===== src/rtl/lcd_serial_mux_if.sv =====
// Select/scan port bundle for lcd_serial_mux: sequencer-side controls and registered bit outputs.
interface lcd_serial_mux_if #(
    parameter int WIDTH = 32,
    parameter int SEL_W = $clog2(WIDTH)
);
    logic             en;
    logic             mode;
    logic             start;
    logic [WIDTH-1:0] data_in;
    logic [SEL_W-1:0] sel;
    logic             data_out;
    logic             busy;
    logic             done;
    logic [SEL_W-1:0] bit_idx;

    modport master (
        output en, mode, start, data_in, sel,
        input  data_out, busy, done, bit_idx
    );

    modport slave (
        input  en, mode, start, data_in, sel,
        output data_out, busy, done, bit_idx
    );
endinterface


===== src/rtl/lcd_serial_mux.sv =====
// Registered bit selector (mode 0) and shadow-register serializer (mode 1) for the LCD datapath.
module lcd_serial_mux #(
    parameter int WIDTH     = 32,
    parameter int SEL_W     = $clog2(WIDTH),
    parameter int MSB_FIRST = 0
) (
    input logic             clk,
    input logic             rst,
    lcd_serial_mux_if.slave bus
);
    localparam logic [SEL_W-1:0] FIRST = (MSB_FIRST != 0) ? SEL_W'(WIDTH - 1) : '0;
    localparam logic [SEL_W-1:0] LAST  = (MSB_FIRST != 0) ? '0 : SEL_W'(WIDTH - 1);

    typedef enum logic {IDLE, SCAN} state_t;

    state_t           state, state_nxt;
    logic [WIDTH-1:0] shadow, shadow_nxt;
    logic             dout, dout_nxt;
    logic             done, done_nxt;
    logic [SEL_W-1:0] idx, idx_nxt;
    logic [SEL_W-1:0] step_idx;
    logic             sel_bit;

    // Out-of-range selects only exist when WIDTH is not a power of two.
    always_comb begin
        sel_bit = 1'b0;
        if (int'(bus.sel) < WIDTH)
            sel_bit = bus.data_in[bus.sel];
    end

    always_comb begin
        step_idx = (MSB_FIRST != 0) ? idx - SEL_W'(1) : idx + SEL_W'(1);
    end

    always_ff @(posedge clk) begin
        if (rst) begin
            state  <= IDLE;
            shadow <= '0;
            dout   <= 1'b0;
            done   <= 1'b0;
            idx    <= '0;
        end else begin
            state  <= state_nxt;
            shadow <= shadow_nxt;
            dout   <= dout_nxt;
            done   <= done_nxt;
            idx    <= idx_nxt;
        end
    end

    always_comb begin
        state_nxt  = state;
        shadow_nxt = shadow;
        dout_nxt   = dout;
        done_nxt   = done;
        idx_nxt    = idx;
        if (bus.en) begin
            case (state)
                IDLE: begin
                    done_nxt = 1'b0;
                    if (!bus.mode) begin
                        dout_nxt = sel_bit;
                        idx_nxt  = bus.sel;
                    end else if (bus.start) begin
                        state_nxt  = SCAN;
                        shadow_nxt = bus.data_in;
                        dout_nxt   = bus.data_in[FIRST];
                        idx_nxt    = FIRST;
                    end else begin
                        dout_nxt = 1'b0;
                    end
                end
                SCAN: begin
                    if (idx != LAST) begin
                        idx_nxt  = step_idx;
                        dout_nxt = shadow[step_idx];
                        done_nxt = (step_idx == LAST);
                    end else if (bus.start && bus.mode) begin
                        // Recapture in the done cycle keeps the stream gap-free.
                        shadow_nxt = bus.data_in;
                        dout_nxt   = bus.data_in[FIRST];
                        idx_nxt    = FIRST;
                        done_nxt   = 1'b0;
                    end else begin
                        state_nxt = IDLE;
                        dout_nxt  = 1'b0;
                        done_nxt  = 1'b0;
                    end
                end
                default: state_nxt = IDLE;
            endcase
        end
    end

    assign bus.data_out = dout;
    assign bus.done     = done;
    assign bus.bit_idx  = idx;
    assign bus.busy     = (state == SCAN);
endmodule

===== src/flat_wrapper.sv =====
// flat-port wrapper written by rule: the top's interface ports become plain ports
module lcd_serial_mux_flat 
#(
    parameter int WIDTH     = 32,
    parameter int SEL_W     = $clog2(WIDTH),
    parameter int MSB_FIRST = 0
)
  (clk, rst, bus_en, bus_mode, bus_start, bus_data_in, bus_sel, bus_data_out, bus_busy, bus_done, bus_bit_idx);
  lcd_serial_mux_if #(.WIDTH(WIDTH), .SEL_W(SEL_W)) bus_i ();
  input logic clk;
  input logic rst;
  input wire logic [$bits(bus_i.en)-1:0] bus_en;
  input wire logic [$bits(bus_i.mode)-1:0] bus_mode;
  input wire logic [$bits(bus_i.start)-1:0] bus_start;
  input wire logic [$bits(bus_i.data_in)-1:0] bus_data_in;
  input wire logic [$bits(bus_i.sel)-1:0] bus_sel;
  output wire logic [$bits(bus_i.data_out)-1:0] bus_data_out;
  output wire logic [$bits(bus_i.busy)-1:0] bus_busy;
  output wire logic [$bits(bus_i.done)-1:0] bus_done;
  output wire logic [$bits(bus_i.bit_idx)-1:0] bus_bit_idx;
  assign bus_i.en = bus_en;
  assign bus_i.mode = bus_mode;
  assign bus_i.start = bus_start;
  assign bus_i.data_in = bus_data_in;
  assign bus_i.sel = bus_sel;
  assign bus_data_out = bus_i.data_out;
  assign bus_busy = bus_i.busy;
  assign bus_done = bus_i.done;
  assign bus_bit_idx = bus_i.bit_idx;
  lcd_serial_mux #(.WIDTH(WIDTH), .SEL_W(SEL_W), .MSB_FIRST(MSB_FIRST)) u_core (.clk(clk), .rst(rst), .bus(bus_i));
endmodule

===== config.mk =====
export PLATFORM = sky130hd
export DESIGN_NAME = lcd_serial_mux_flat
export DESIGN_NICKNAME = d
export VERILOG_FILES = /design/src/rtl/lcd_serial_mux_if.sv /design/src/rtl/lcd_serial_mux.sv /design/src/flat_wrapper.sv
export SDC_FILE = /design/constraint.sdc
export NUM_CORES = 1
export LEC_CHECK = 0
export CAP_MARGIN = 20
export CELL_PAD_IN_SITES_DETAIL_PLACEMENT = 0
export CELL_PAD_IN_SITES_GLOBAL_PLACEMENT = 1
export CORE_ASPECT_RATIO = 0.7
export CORE_MARGIN = 4
export CORE_UTILIZATION = 35
export CTS_BUF_LIST = sky130_fd_sc_hd__clkbuf_8
export CTS_CLUSTER_DIAMETER = 50
export DETAILED_ROUTE_END_ITERATION = 10
export GPL_TIMING_DRIVEN = 0
export PLACE_DENSITY = 0.9
export SYNTH_ARGS = -nofsm -noshare
export SYNTH_HDL_FRONTEND = slang
export SYNTH_SLANG_ARGS = --single-unit

===== constraint.sdc =====
create_clock -name clk -period 2.3 [get_ports clk]
set_input_delay 0.345 -clock clk [delete_from_list [all_inputs] [get_ports clk]]
set_output_delay 0.345 -clock clk [all_outputs]
set_load 0.1 [all_outputs]

==> results by group, run 1 <==
Synthesis
  – Most used flip-flop cell after synthesis: sky130_fd_sc_hd__dfxtp_1
  – Cell Area, Synth: 2160 µm²
  – Total nets after synthesis: 291
  – Count of different cell masters after synthesis: 43
  – Synthesized area per cell: just under 9 µm²
  – Synth area leader: sky130_fd_sc_hd__dfxtp_1
  – Number of flip-flops and latches in the synthesized netlist: 40
  – Count of flip-flops with a built-in enable after synthesis: 0
  – Synth Instances: around 250
  – Share of flip-flops with an asynchronous set or reset: 0%
  – Synth area leaders: sky130_fd_sc_hd__dfxtp_1 37%, sky130_fd_sc_hd__nand2_1 12%, sky130_fd_sc_hd__mux4_1 8.5%, sky130_fd_sc_hd__a21oi_1 8.1%, sky130_fd_sc_hd__mux4_2 6.3%
  – Portion of synthesized cell area occupied by the leading cell type: 37.08%
  – Sequential cell area fraction in the yosys report: between 30% and 40%
  – Number of synthesis warnings: 0

Worst setup path
  – CP Capture Point: u_core.bus.data_out$_SDFFE_PP0P_
  – Crit-path slowest cell: sky130_fd_sc_hd__mux4_1
  – Reg2reg path depth: 6
  – Maximum net fanout on the critical path: 6
  – Reg2Reg Launch Point: u_core.bus.bit_idx[1]$_SDFFE_PP0P_
  – CP Class: reg2reg
  – Data required, critical path: 2.48 ns
  – Cells along the critical path: ha_2 -> xor2_4 -> mux4_1 -> mux2_2 -> o211ai_2 -> o22ai_1
  – Kind of start point of the critical path: flip-flop
  – Kind of end point of the critical path: flip-flop
  – Arrival @ worst endpoint: about 2.5 ns
  – Setup slack, reg-to-reg: around 0.037 ns
  – Delay of the slowest cell on the worst path: 0.60 ns
  – Worst reg2reg path endpoint: u_core.bus.data_out$_SDFFE_PP0P_
  – Source of the critical timing path: u_core.bus.bit_idx[1]$_SDFFE_PP0P_

Clocking
  – Clock root buffer: sky130_fd_sc_hd__clkbuf_8
  – Clock slew seen by the registers of the worst setup and hold paths: 0.08 ns
  – CTS H-Tree Depth: 2
  – Number of buffers added by the clock tree synthesis step: 5
  – Clock tree sinks: 40
  – Number of buffers on the longest clock path: 2
  – Clock tree from TritonCTS: built
  – Hold-fix buffers, CTS: 0
  – Clk_lat worst skew: 0.29 ns

Pwr
  – Power per unit of standard cell area: ~600 nW/µm²
  – VDD IR-drop max: 0.2243 mV
  – Leak pwr: between 1 and 1.5 nW

Route
  – Number of vias per cell after detailed routing: slightly above 5
  – Via count: 1951
  – DRC violation count after routing: 0
  – Count of TritonRoute iterations in the first routing pass: 4
  – Routed WL per cell: 15.98 µm
  – Detailed router's first-iteration violation count: 105
  – Drt total wl: around 6000 µm
  – Number of routed nets with antenna violations: 0

Timing
  – Slew at the pin closest to its max-slew limit: 0.9662 ns
  – Period utilization: a little over nine tenths
  – Layout Skew: 0.01195 ns
  – Final count of hold timing violations: 0
  – Worst rel slew slack: a little over a third
  – Number of setup violations in the final report: 0
  – Setup repair after global routing missed its margin: yes
  – Number of slew-limit violations in the final report: 0
  – Minimum clock period after layout: 2.263 ns
  – Highest achievable clock rate: 441.9 MHz

Global route
  – Maximum number of pins on one net before global-route repair: 13
  – Antenna violations before repair: 0
  – First-pass GRT wire length: slightly below 10000 µm
  – Congestion Overflow GR: 0
  – Overall routing resource usage: 16.56%
  – Number of global-route vias before repair: 1913

Floorplanning
  – Initial core utilization: between 30 and 40%
  – Overall die height: 73.72 µm
  – Floorplan Core Area: 5842 µm²
  – Rows: 23
  – Floorplan die area: around 7500 µm²
  – Total I/O pin count: 50
  – Die Span X: 101.9 µm

Place
  – Number of buffers added on ports: 47
  – Detailed placer's ending HPWL: about 4800 µm
  – Placed Area: 2768 µm²
  – RD Place Congestion: 0.8278
  – Total instance count after detailed placement: 368

Hold path
  – Worst hold path class: reg2reg

Cells and area
  – Fraction of layout cells with a size suffix above 1: 13.86%
  – Net count, final: 347
  – Finished Layout Cells: approximately 380
  – Fillers: 570
  – Final design area excluding fillers: 2914 µm²
  – Fraction of the core area covered by cells at the end of the flow: 49.88%
  – Most common library cell in the layout ignoring fill and taps: sky130_fd_sc_hd__nand2_1
  – Leading cell types in the layout, fill and taps excluded: 70 x sky130_fd_sc_hd__nand2_1, 46 x sky130_fd_sc_hd__clkdlybuf4s50_1, 36 x sky130_fd_sc_hd__dfxtp_1
  – Count of inserted antenna diode cells: 0
  – Area growth from synthesis to layout: 34.94%

Job
  – Max Cap Violations: 0

Status
  – Result of the run: finished, final reports clean
==> layer usage <==
metal  part of all wire, %  wire [µm]  GRT usage [%]
met1                    46       2774          22.80
met5                     0          0              0
met4                  0.53         32          3.057
met2                    48       2885          26.74
met3                   5.7        347          4.080
==> cells by family after synthesis <==
group                    count (synthesis)  share of synthesized area, %
AO/OA/AOI/OAI                           54                         15.30
XOR/XNOR                                 2                         1.159
adder cells (fa/ha/maj)                  3                         1.738
buffers and inverters                   20                         4.345
flip-flops                              40                         37.08
multiplexers                            24                         20.10
AND/OR/NAND/NOR                        103                         20.28
==> timing repair <==
action                                  CTS  global route
buffers inserted                          0             3
cloned                                    0             0
endpoints found under the setup margin    2            14
pin swaps                                 0             1
endpoints found under the hold margin     0             0
gates resized for setup                   2             8
==> flip-flops by register name, summed over array words and instances (netlist names) <==
name / flops
u_core.shadow: 32
u_core.bus.busy: 1
u_core.bus.bit_idx: 5
u_core.bus.done: 1
u_core.bus.data_out: 1
==> cells in the mapped netlist, types with 3 or more instances <==
cell type                   n
sky130_fd_sc_hd__nand2_1   70
sky130_fd_sc_hd__dfxtp_1   40
sky130_fd_sc_hd__a21oi_1   35
sky130_fd_sc_hd__clkbuf_1  13
sky130_fd_sc_hd__nor2_1    13
sky130_fd_sc_hd__mux2i_1    7
sky130_fd_sc_hd__mux4_1     7
sky130_fd_sc_hd__mux4_2     6
sky130_fd_sc_hd__inv_1      4
sky130_fd_sc_hd__mux2_2     4
sky130_fd_sc_hd__ha_1       3
sky130_fd_sc_hd__nand3_1    3
sky130_fd_sc_hd__or3_1      3
==> power by group <==
| group | leakage, nW | internal [mW] | switching, mW | total (mW) |
|---|---|---|---|---|
| logic | 0.681 | 0.184 | 0.218 | 0.402 |
| clock network | 0.0593 | 0.318 | 0.245 | 0.563 |
| registers | 0.328 | 0.720 | 0.0206 | 0.741 |
==> final cells by class <==
| type | count | area, µm² | area share, % |
|---|---|---|---|
| plain buffers | 15 | 81.33 | 2.791 |
| clock buffers | 5 | 68.82 | 2.362 |
| clock inverters | 3 | 38.79 | 1.331 |
| inverters | 4 | 17.52 | 0.6011 |
| multi-input cells | 186 | 1308 | 44.87 |
| flip-flops and latches | 40 | 810.8 | 27.82 |
| well taps | 75 | 93.84 | 3.220 |
| repair buffers | 50 | 495.5 | 17.00 |
==> through the flow <==
step | hold WS [ns] | setup slack (ns) | TNS, ns | total power, mW
global placement | 0.4385 | -0.2260 | -0.2260 | 1.143
finish | 0.4509 | 0.03680 | 0 | 1.706
global route | 0.4723 | -0.04473 | -0.08684 | 1.775
floorplan | 0.4315 | -0.004593 | -0.004593 | 0.9984
detailed placement | 0.4440 | -0.2148 | -0.2148 | 1.148
CTS | 0.4545 | 0.008491 | 0 | 1.708
==> worst max-delay path: cells and delay by family, from the launching register on <==
| kind | cells | cell delay, ns |
|---|---|---|
| DFF | 1 | 0.39 |
| AOI/OAI and AO/OA | 2 | 0.26 |
| xor gates and xnor gates | 1 | 0.32 |
| adders and majority gates | 1 | 0.26 |
| muxes | 2 | 0.92 |
==> worst min path at each step <==
stage | depth (start not counted) | slack [ns] | to | startpoint
floorplan | 2 | 0.43 | u_core.shadow[10]$_SDFFE_PP0P_ | u_core.shadow[10]$_SDFFE_PP0P_
global placement | 2 | 0.44 | u_core.shadow[20]$_SDFFE_PP0P_ | u_core.shadow[20]$_SDFFE_PP0P_
detailed placement | 2 | 0.44 | u_core.shadow[27]$_SDFFE_PP0P_ | u_core.shadow[27]$_SDFFE_PP0P_
CTS | 2 | 0.45 | u_core.shadow[27]$_SDFFE_PP0P_ | u_core.shadow[27]$_SDFFE_PP0P_
global route | 2 | 0.47 | u_core.shadow[0]$_SDFFE_PP0P_ | u_core.shadow[0]$_SDFFE_PP0P_
finish | 2 | 0.45 | u_core.shadow[27]$_SDFFE_PP0P_ | u_core.shadow[27]$_SDFFE_PP0P_
Power figures use the tool's default switching activity.
==> run 2, diff against run 1 <==
Settings changed: SLEW_MARGIN set to 0.
Clock period 2.3 ns to 1.95 ns, I/O delays scaled along.
==> run 2 against run 1 <==
Effect of this change:
- highest routed layer unchanged
- wire length is 2.0% higher
- via count is 3.3% higher
- combinational power is 26% higher
- sequential power is 18% higher
- flip-flop and latch count stayed put
- the run now ends with setup timing left
- clock skew is 0.0082 ns lower
- final area is 3.3% higher
- clock power is 17% higher
==> results by group, run 2 (same netlist as run 1, synthesis figures left out) <==
Worst setup path
  – CP Class: reg2reg (unchanged)
  – Reg2reg path depth: 8 (was 6)
  – Arrival @ worst endpoint: 2.28 ns (was 2.45 ns)
  – Data required, critical path: 2.12 ns (was 2.48 ns)
  – Kind of end point of the critical path: flip-flop (unchanged)
  – Kind of start point of the critical path: flip-flop (unchanged)
  – Setup slack, reg-to-reg: -0.15 ns (was 0.04 ns)
  – Worst reg2reg path endpoint: u_core.bus.data_out$_SDFFE_PP0P_ (unchanged)
  – Reg2Reg Launch Point: u_core.bus.bit_idx[0]$_SDFFE_PP0P_ (was u_core.bus.bit_idx[1]$_SDFFE_PP0P_)
  – Maximum net fanout on the critical path: 8 (was 6)

Hold path
  – Number of cells traversed by the worst hold path: 2 (unchanged)
  – End point of the most critical hold path: u_core.shadow[20]$_SDFFE_PP0P_ (was u_core.shadow[27]$_SDFFE_PP0P_)
  – Worst hold path class: reg2reg (unchanged)
  – Startpoint of the tightest hold check path: u_core.shadow[20]$_SDFFE_PP0P_ (was u_core.shadow[27]$_SDFFE_PP0P_)

Cells and area
  – Register with the most flip-flops: u_core.shadow (unchanged)
  – Final design area excluding fillers: 3009 µm² (was 2914 µm²)
  – Max FFs per register: 32 (unchanged)
  – Fraction of layout cells with a size suffix above 1: 19.29% (was 13.86%)
  – Count of inserted antenna diode cells: 0 (unchanged)
  – Area growth from synthesis to layout: 39.34% (was 34.94%)
  – Area of combinational cells with multiple inputs: 1335 µm² (was 1308 µm²)
  – Fillers: 565 (was 570)
  – Area used by sequential logic in the layout: 813.3 µm² (was 810.8 µm²)
  – Net count, final: 355 (was 347)
  – Leading cell types in the layout, fill and taps excluded: 70 x sky130_fd_sc_hd__nand2_1, 39 x sky130_fd_sc_hd__clkdlybuf4s50_1, 35 x sky130_fd_sc_hd__a21oi_1 (was 70 x sky130_fd_sc_hd__nand2_1, 46 x sky130_fd_sc_hd__clkdlybuf4s50_1, 36 x sky130_fd_sc_hd__dfxtp_1)
  – Most common library cell in the layout ignoring fill and taps: sky130_fd_sc_hd__nand2_1 (unchanged)

Pwr
  – Total chip power: 2.041 mW (was 1.706 mW)
  – Leak pwr: 1.127 nW (was 1.069 nW)
  – Sequential group share of total power: 42.9% (was 43.4%)
  – Cell Int Power: 1.464 mW (was 1.222 mW)
  – Clock network fraction of design power: 32.3% (was 33.0%)
  – Power per unit of standard cell area: 678.1 nW/µm² (was 585.5 nW/µm²)
  – Switching power as a share of total power: 28.27% (was 28.35%)
  – Comb pwr share: 24.8% (was 23.6%)
  – VDD IR-drop max: 0.3014 mV (was 0.2243 mV)
  – Net switching power: 0.5769 mW (was 0.4836 mW)

Floorplanning
  – Die Span X: 101.9 µm (unchanged)
  – Initial core utilization: 36.97% (unchanged)
  – Overall die height: 73.72 µm (unchanged)
  – Rows: 23 (unchanged)
  – Total I/O pin count: 50 (unchanged)
  – Floorplan Core Area: 5842 µm² (unchanged)
  – Floorplan die area: 7511 µm² (unchanged)

Timing
  – Setup repair after global routing missed its margin: yes (unchanged)
  – Slew at the pin closest to its max-slew limit: 0.9569 ns (was 0.9662 ns)
  – Highest achievable clock rate: 475.2 MHz (was 441.9 MHz)
  – Number of slew-limit violations in the final report: 0 (unchanged)
  – Period utilization: 107.9% (was 98.40%)
  – Final count of hold timing violations: 0 (unchanged)
  – Minimum clock period after layout: 2.104 ns (was 2.263 ns)
  – Layout Skew: 0.003743 ns (was 0.01195 ns)
  – Worst rel slew slack: 36.46% (was 35.38%)
  – Final hold slack: 0.4543 ns (was 0.4509 ns)
  – Worst-case setup margin in the final layout: -0.1543 ns (was 0.03680 ns)
  – Number of setup violations in the final report: 1 (was 0)
  – Setup tns final: -0.1543 ns (was 0 ns)

Route
  – Routed length on met2: 2890 µm (was 2885 µm)
  – DRC violation count after routing: 0 (unchanged)
  – Routed WL per cell: 15.96 µm (was 15.98 µm)
  – Detailed router's first-iteration violation count: 111 (was 105)
  – Via count: 2016 (was 1951)
  – Highest layer used for signal routing: met4 (unchanged)
  – Number of routed nets with antenna violations: 0 (unchanged)
  – Met1 Wirelength: 2881 µm (was 2774 µm)
  – Detailed-routed wire length on met3: 318 µm (was 347 µm)
  – Count of TritonRoute iterations in the first routing pass: 4 (unchanged)
  – Drt total wl: 6162 µm (was 6040 µm)
  – Number of vias per cell after detailed routing: 5.223 (was 5.161)

Global route
  – Congestion Overflow GR: 0 (unchanged)
  – Maximum number of pins on one net before global-route repair: 13 (unchanged)
  – First-pass GRT wire length: 9756 µm (was 9618 µm)
  – Number of global-route vias before repair: 1968 (was 1913)
  – Antenna violations before repair: 0 (unchanged)
  – Overall routing resource usage: 16.84% (was 16.56%)

Clocking
  – Number of buffers on the longest clock path: 2 (unchanged)
  – Clk_lat worst skew: 0.29 ns (about the same)
  – Clock tree sinks: 40 (unchanged)
  – Clock root buffer: sky130_fd_sc_hd__clkbuf_8 (unchanged)
  – Clock slew seen by the registers of the worst setup and hold paths: 0.08 ns (about the same)
  – CTS H-Tree Depth: 2 (unchanged)
  – Hold-fix buffers, CTS: 0 (unchanged)
  – Number of buffers added by the clock tree synthesis step: 5 (unchanged)
  – Clock tree from TritonCTS: built (unchanged)

Place
  – Number of buffers added on ports: 47 (unchanged)
  – Placed Area: 2771 µm² (was 2768 µm²)
  – Detailed placer's ending HPWL: 4704 µm (was 4761 µm)
  – RD Place Congestion: 0.8265 (was 0.8278)

Status
  – Violated checks: setup timing
  – Result of the run: finished with violations (was finished, final reports clean)

Job
  – Max Cap Violations: 0 (unchanged)
==> run 2: cell count changes in the layout (fill, tap and decap cells not counted), sizes merged <==
cell,delta
clkdlybuf4s50,-7
buf,+8
clkdlybuf4s15,+1
dlygate4sd2,+7
dlymetal6s2s,-1
==> run 2: worst max-delay path by stage <==
stage,end,start,cells past startpoint
finish,u_core.bus.data_out$_SDFFE_PP0P_,u_core.bus.bit_idx[0]$_SDFFE_PP0P_,8
global route,u_core.bus.data_out$_SDFFE_PP0P_,u_core.bus.bit_idx[0]$_SDFFE_PP0P_,8
CTS,u_core.bus.data_out$_SDFFE_PP0P_,u_core.bus.bit_idx[0]$_SDFFE_PP0P_,8
detailed placement,u_core.bus.data_out$_SDFFE_PP0P_,bus_sel[0],7
global placement,u_core.bus.data_out$_SDFFE_PP0P_,bus_sel[0],7
floorplan,u_core.bus.data_out$_SDFFE_PP0P_,u_core.bus.bit_idx[0]$_SDFFE_PP0P_,9
==> run 2: power by group through the flow <==
stage | registers (mW) | clock network, mW | logic [mW]
after global placement | 0.891 | 0 | 0.458
after global routing | 0.880 | 0.706 | 0.540
after CTS | 0.876 | 0.672 | 0.470
final | 0.876 | 0.659 | 0.506
after detailed placement | 0.893 | 0 | 0.462
after floorplan | 0.965 | 0 | 0.214
==> run 2: cell type report <==
type / instances / share of cell area [%]
Clock inverter: 3 / 1.289
Timing Repair Buffer: 58 / 18.09
Clock buffer: 5 / 2.287
Sequential cell: 40 / 27.03
Buffer: 15 / 3.160
Multi-Input combinational cell: 186 / 44.37
Inverter: 4 / 0.6653
Tap cell: 75 / 3.118
==> run 2: metal layers <==
metal  track usage, %  vias up
li1                 -     1000
met1            23.68      950
met2            26.59       59
met3            3.605        7
met4            3.930        0
met5                0        -
==> run 2: what timing repair did <==
item	CTS	global route
pin swaps	1	3
gates resized for setup	23	17
cloned	0	0
setup buffers	4	7
setup endpoints to repair	44	33
==> run 2: critical path, cell delays in order, from the launching register on <==
cell and delay [ns]:
sky130_fd_sc_hd__dfxtp_4 0.39, sky130_fd_sc_hd__buf_12 0.12, sky130_fd_sc_hd__inv_6 0.04, sky130_fd_sc_hd__ha_4 0.32, sky130_fd_sc_hd__mux4_2 0.35, sky130_fd_sc_hd__mux2_2 0.28
sky130_fd_sc_hd__or3_1 0.32, sky130_fd_sc_hd__o211ai_2 0.08, sky130_fd_sc_hd__o22ai_1 0.09
==> run 2: metrics by stage <==
stage	utilization [%]	worst slack, ns	instances
floorplan	-	-0.3543	246
global placement	47.44	-0.5250	368
detailed placement	47.44	-0.5086	368
CTS	50.14	-0.2176	379
global route	51.51	-0.2086	386
finish	51.51	-0.1543	386
==> run 3, diff against run 2 <==
Settings changed: CORE_UTILIZATION 35 to 38, PLACE_DENSITY 0.9 to 0.92.
Clock period 1.95 ns to 2.3 ns, I/O delays scaled along.
==> run 3 against run 2 <==
Effect of this change:
- the run now ends clean
- sequential power down 16%
- first-iteration DRC count down 14%
- via count down 1.7%
- final area down 3.7%
- total power down 20%
- clock-buffer cell count up 1
- hold slack better by 0.00077 ns
- critical endpoint is now bus_bit_idx[2]
- largest cell class unchanged
==> results by group, run 3 (same netlist as run 1, synthesis figures left out) <==
Status
  – Result of the run: finished, final reports clean (was finished with violations)

Pwr
  – Net switching power: 0.4963 mW (was 0.5769 mW)
  – Sequential group share of total power: 45.2% (was 42.9%)
  – Cell Int Power: 1.143 mW (was 1.464 mW)
  – Clock network fraction of design power: 30.4% (was 32.3%)
  – Switching power as a share of total power: 30.28% (was 28.27%)
  – Comb pwr share: 24.4% (was 24.8%)
  – Leak pwr: 1.071 nW (was 1.127 nW)
  – Power per unit of standard cell area: 565.3 nW/µm² (was 678.1 nW/µm²)
  – VDD IR-drop max: 0.2599 mV (was 0.3014 mV)

Timing
  – Final count of hold timing violations: 0 (unchanged)
  – Layout Skew: 0.005817 ns (was 0.003743 ns)
  – Number of setup violations in the final report: 0 (was 1)
  – Worst-case setup margin in the final layout: 0.06077 ns (was -0.1543 ns)
  – Highest achievable clock rate: 446.6 MHz
  – Minimum clock period after layout: 2.239 ns
  – Slew at the pin closest to its max-slew limit: 0.9687 ns (was 0.9569 ns)
  – Period utilization: 97.36%
  – Number of slew-limit violations in the final report: 0 (unchanged)
  – Worst rel slew slack: 35.31% (was 36.46%)

Worst setup path
  – Data required, critical path: 1.96 ns (was 2.12 ns)
  – Setup slack, reg-to-reg: 0.08 ns (was -0.15 ns)
  – Kind of start point of the critical path: flip-flop (unchanged)
  – Worst reg2reg path endpoint: u_core.bus.data_out$_SDFFE_PP0P_ (unchanged)
  – CP Class: reg2out (was reg2reg)
  – Delay of the slowest cell on the worst path: 1.16 ns (was 0.39 ns)
  – Kind of end point of the critical path: output pin (was flip-flop)
  – Arrival @ worst endpoint: 1.89 ns (was 2.28 ns)
  – Source of the critical timing path: u_core.bus.bit_idx[2]$_SDFFE_PP0P_ (was u_core.bus.bit_idx[0]$_SDFFE_PP0P_)
  – Worst path buffer plus inverter count: 1 (was 2)
  – Logic depth of the worst path, buffers included: 1 (was 8)
  – Maximum net fanout on the critical path: 6 (was 8)
  – Reg2Reg Launch Point: u_core.bus.bit_idx[0]$_SDFFE_PP0P_ (unchanged)
  – Crit-path slowest cell: sky130_fd_sc_hd__clkdlybuf4s50_1 (was sky130_fd_sc_hd__dfxtp_4)
  – Reg2reg path depth: 9 (was 8)
  – Delay-heaviest family, CP: buffers and inverters (was multiplexers)
  – CP Capture Point: bus_bit_idx[2] (was u_core.bus.data_out$_SDFFE_PP0P_)
  – Cells along the critical path: clkdlybuf4s50_1 (was buf_12 -> inv_6 -> ha_4 -> mux4_2 -> mux2_2 -> or3_1 -> o211ai_2 -> o22ai_1)

Cells and area
  – Count of inserted antenna diode cells: 0 (unchanged)
  – Register with the most flip-flops: u_core.shadow (unchanged)
  – Final design area excluding fillers: 2899 µm² (was 3009 µm²)
  – Leading cell types in the layout, fill and taps excluded: 70 x sky130_fd_sc_hd__nand2_1, 46 x sky130_fd_sc_hd__clkdlybuf4s50_1, 36 x sky130_fd_sc_hd__dfxtp_1 (was 70 x sky130_fd_sc_hd__nand2_1, 39 x sky130_fd_sc_hd__clkdlybuf4s50_1, 35 x sky130_fd_sc_hd__a21oi_1)
  – Fraction of layout cells with a size suffix above 1: 14.52% (was 19.29%)
  – Most common library cell in the layout ignoring fill and taps: sky130_fd_sc_hd__nand2_1 (unchanged)
  – Net count, final: 347 (was 355)
  – Max FFs per register: 32 (unchanged)
  – Area growth from synthesis to layout: 34.24% (was 39.34%)

Job
  – Max Cap Violations: 0 (unchanged)

Route
  – Number of vias per cell after detailed routing: 5.285 (was 5.223)
  – DRC violation count after routing: 0 (unchanged)
  – Via count: 1982 (was 2016)
  – Drt total wl: 6010 µm (was 6162 µm)
  – Detailed router's first-iteration violation count: 96 (was 111)
  – Routed WL per cell: 16.03 µm (was 15.96 µm)
  – Number of routed nets with antenna violations: 0 (unchanged)
  – Count of TritonRoute iterations in the first routing pass: 4 (unchanged)

Clocking
  – Hold-fix buffers, CTS: 0 (unchanged)
  – CTS H-Tree Depth: 2 (unchanged)
  – Clock root buffer: sky130_fd_sc_hd__clkbuf_8 (unchanged)
  – Clock tree from TritonCTS: built (unchanged)
  – Clock tree sinks: 40 (unchanged)
  – Clock slew seen by the registers of the worst setup and hold paths: 0.08 ns (about the same)
  – Number of buffers added by the clock tree synthesis step: 5 (unchanged)
  – Clk_lat worst skew: 0.30 ns (was 0.29 ns)
  – Number of buffers on the longest clock path: 2 (unchanged)

Global route
  – First-pass GRT wire length: 9570 µm (was 9756 µm)
  – Antenna violations before repair: 0 (unchanged)
  – Overall routing resource usage: 17.39% (was 16.84%)
  – Congestion Overflow GR: 0 (unchanged)
  – Number of global-route vias before repair: 1896 (was 1968)
  – Maximum number of pins on one net before global-route repair: 13 (unchanged)

Floorplanning
  – Overall die height: 71.07 µm (was 73.72 µm)
  – Die Span X: 98.11 µm (was 101.9 µm)
  – Total I/O pin count: 50 (unchanged)
  – Initial core utilization: 40.23% (was 36.97%)
  – Floorplan die area: 6972 µm² (was 7511 µm²)
  – Rows: 22 (was 23)
  – Floorplan Core Area: 5368 µm² (was 5842 µm²)

Place
  – Number of buffers added on ports: 47 (unchanged)
  – Placed Area: 2764 µm² (was 2771 µm²)
  – Post-Place Setup Slack: -0.1689 ns (was -0.5086 ns)
  – Detailed placer's ending HPWL: 4642 µm (was 4704 µm)
  – RD Place Congestion: 0.8452 (was 0.8265)

Hold path
  – Worst hold path class: reg2reg (unchanged)
[run 3: through the flow]
| step | setup TNS [ns] | cells | util (%) | power (mW) | hold slack (ns) |
|---|---|---|---|---|---|
| after floorplan | -0.004593 | 246 | - | 0.9984 | 0.4315 |
| after global placement | -0.2014 | 365 | 51.49 | 1.143 | 0.4374 |
| after detailed placement | -0.1689 | 365 | 51.49 | 1.148 | 0.4443 |
| after CTS | 0 | 373 | 53.40 | 1.642 | 0.4553 |
| after global routing | -0.006372 | 375 | 54.01 | 1.712 | 0.4782 |
| final | 0 | 375 | 54.01 | 1.639 | 0.4551 |
[run 3: power by group through the flow]
| stage | registers (mW) | logic, mW | clock network (mW) |
|---|---|---|---|
| floorplan | 0.817 | 0.181 | 0 |
| global placement | 0.755 | 0.388 | 0 |
| detailed placement | 0.756 | 0.392 | 0 |
| CTS | 0.740 | 0.395 | 0.507 |
| global route | 0.744 | 0.427 | 0.541 |
| finish | 0.740 | 0.400 | 0.498 |
[run 3: worst min path at each step]
| stage | start | endpoint | cells past startpoint |
|---|---|---|---|
| 2_1_floorplan | u_core.shadow[10]$_SDFFE_PP0P_ | u_core.shadow[10]$_SDFFE_PP0P_ | 2 |
| 3_3_place_gp | u_core.shadow[9]$_SDFFE_PP0P_ | u_core.shadow[9]$_SDFFE_PP0P_ | 2 |
| 3_5_place_dp | u_core.shadow[19]$_SDFFE_PP0P_ | u_core.shadow[19]$_SDFFE_PP0P_ | 2 |
| 4_1_cts | u_core.shadow[19]$_SDFFE_PP0P_ | u_core.shadow[19]$_SDFFE_PP0P_ | 2 |
| 5_1_grt | u_core.shadow[11]$_SDFFE_PP0P_ | u_core.shadow[11]$_SDFFE_PP0P_ | 2 |
| 6_report | u_core.shadow[8]$_SDFFE_PP0P_ | u_core.shadow[8]$_SDFFE_PP0P_ | 2 |
[run 3: timing repair]
item,in CTS,in global routing
buffers inserted,0,3
hold endpoints to repair,0,0
pin swaps,0,1
endpoints found under the setup margin,1,25
resized for setup,2,9
[run 3: cell type report]
type	count	area, µm²
tap	72	90.09
clock inverter	2	10.01
clock buffer	6	82.58
inverter	4	17.52
fill	524	2469
sequential	40	810.8
timing repair buffer	50	495.5
multi-input combinational	186	1314
buffer	15	78.83
[run 3: per-layer routing]
metal	global-route usage, %	part of all wire [%]
met1	24.43	48
met2	26.47	46
met3	4.433	5.3
met4	5.069	1.1
met5	0	0
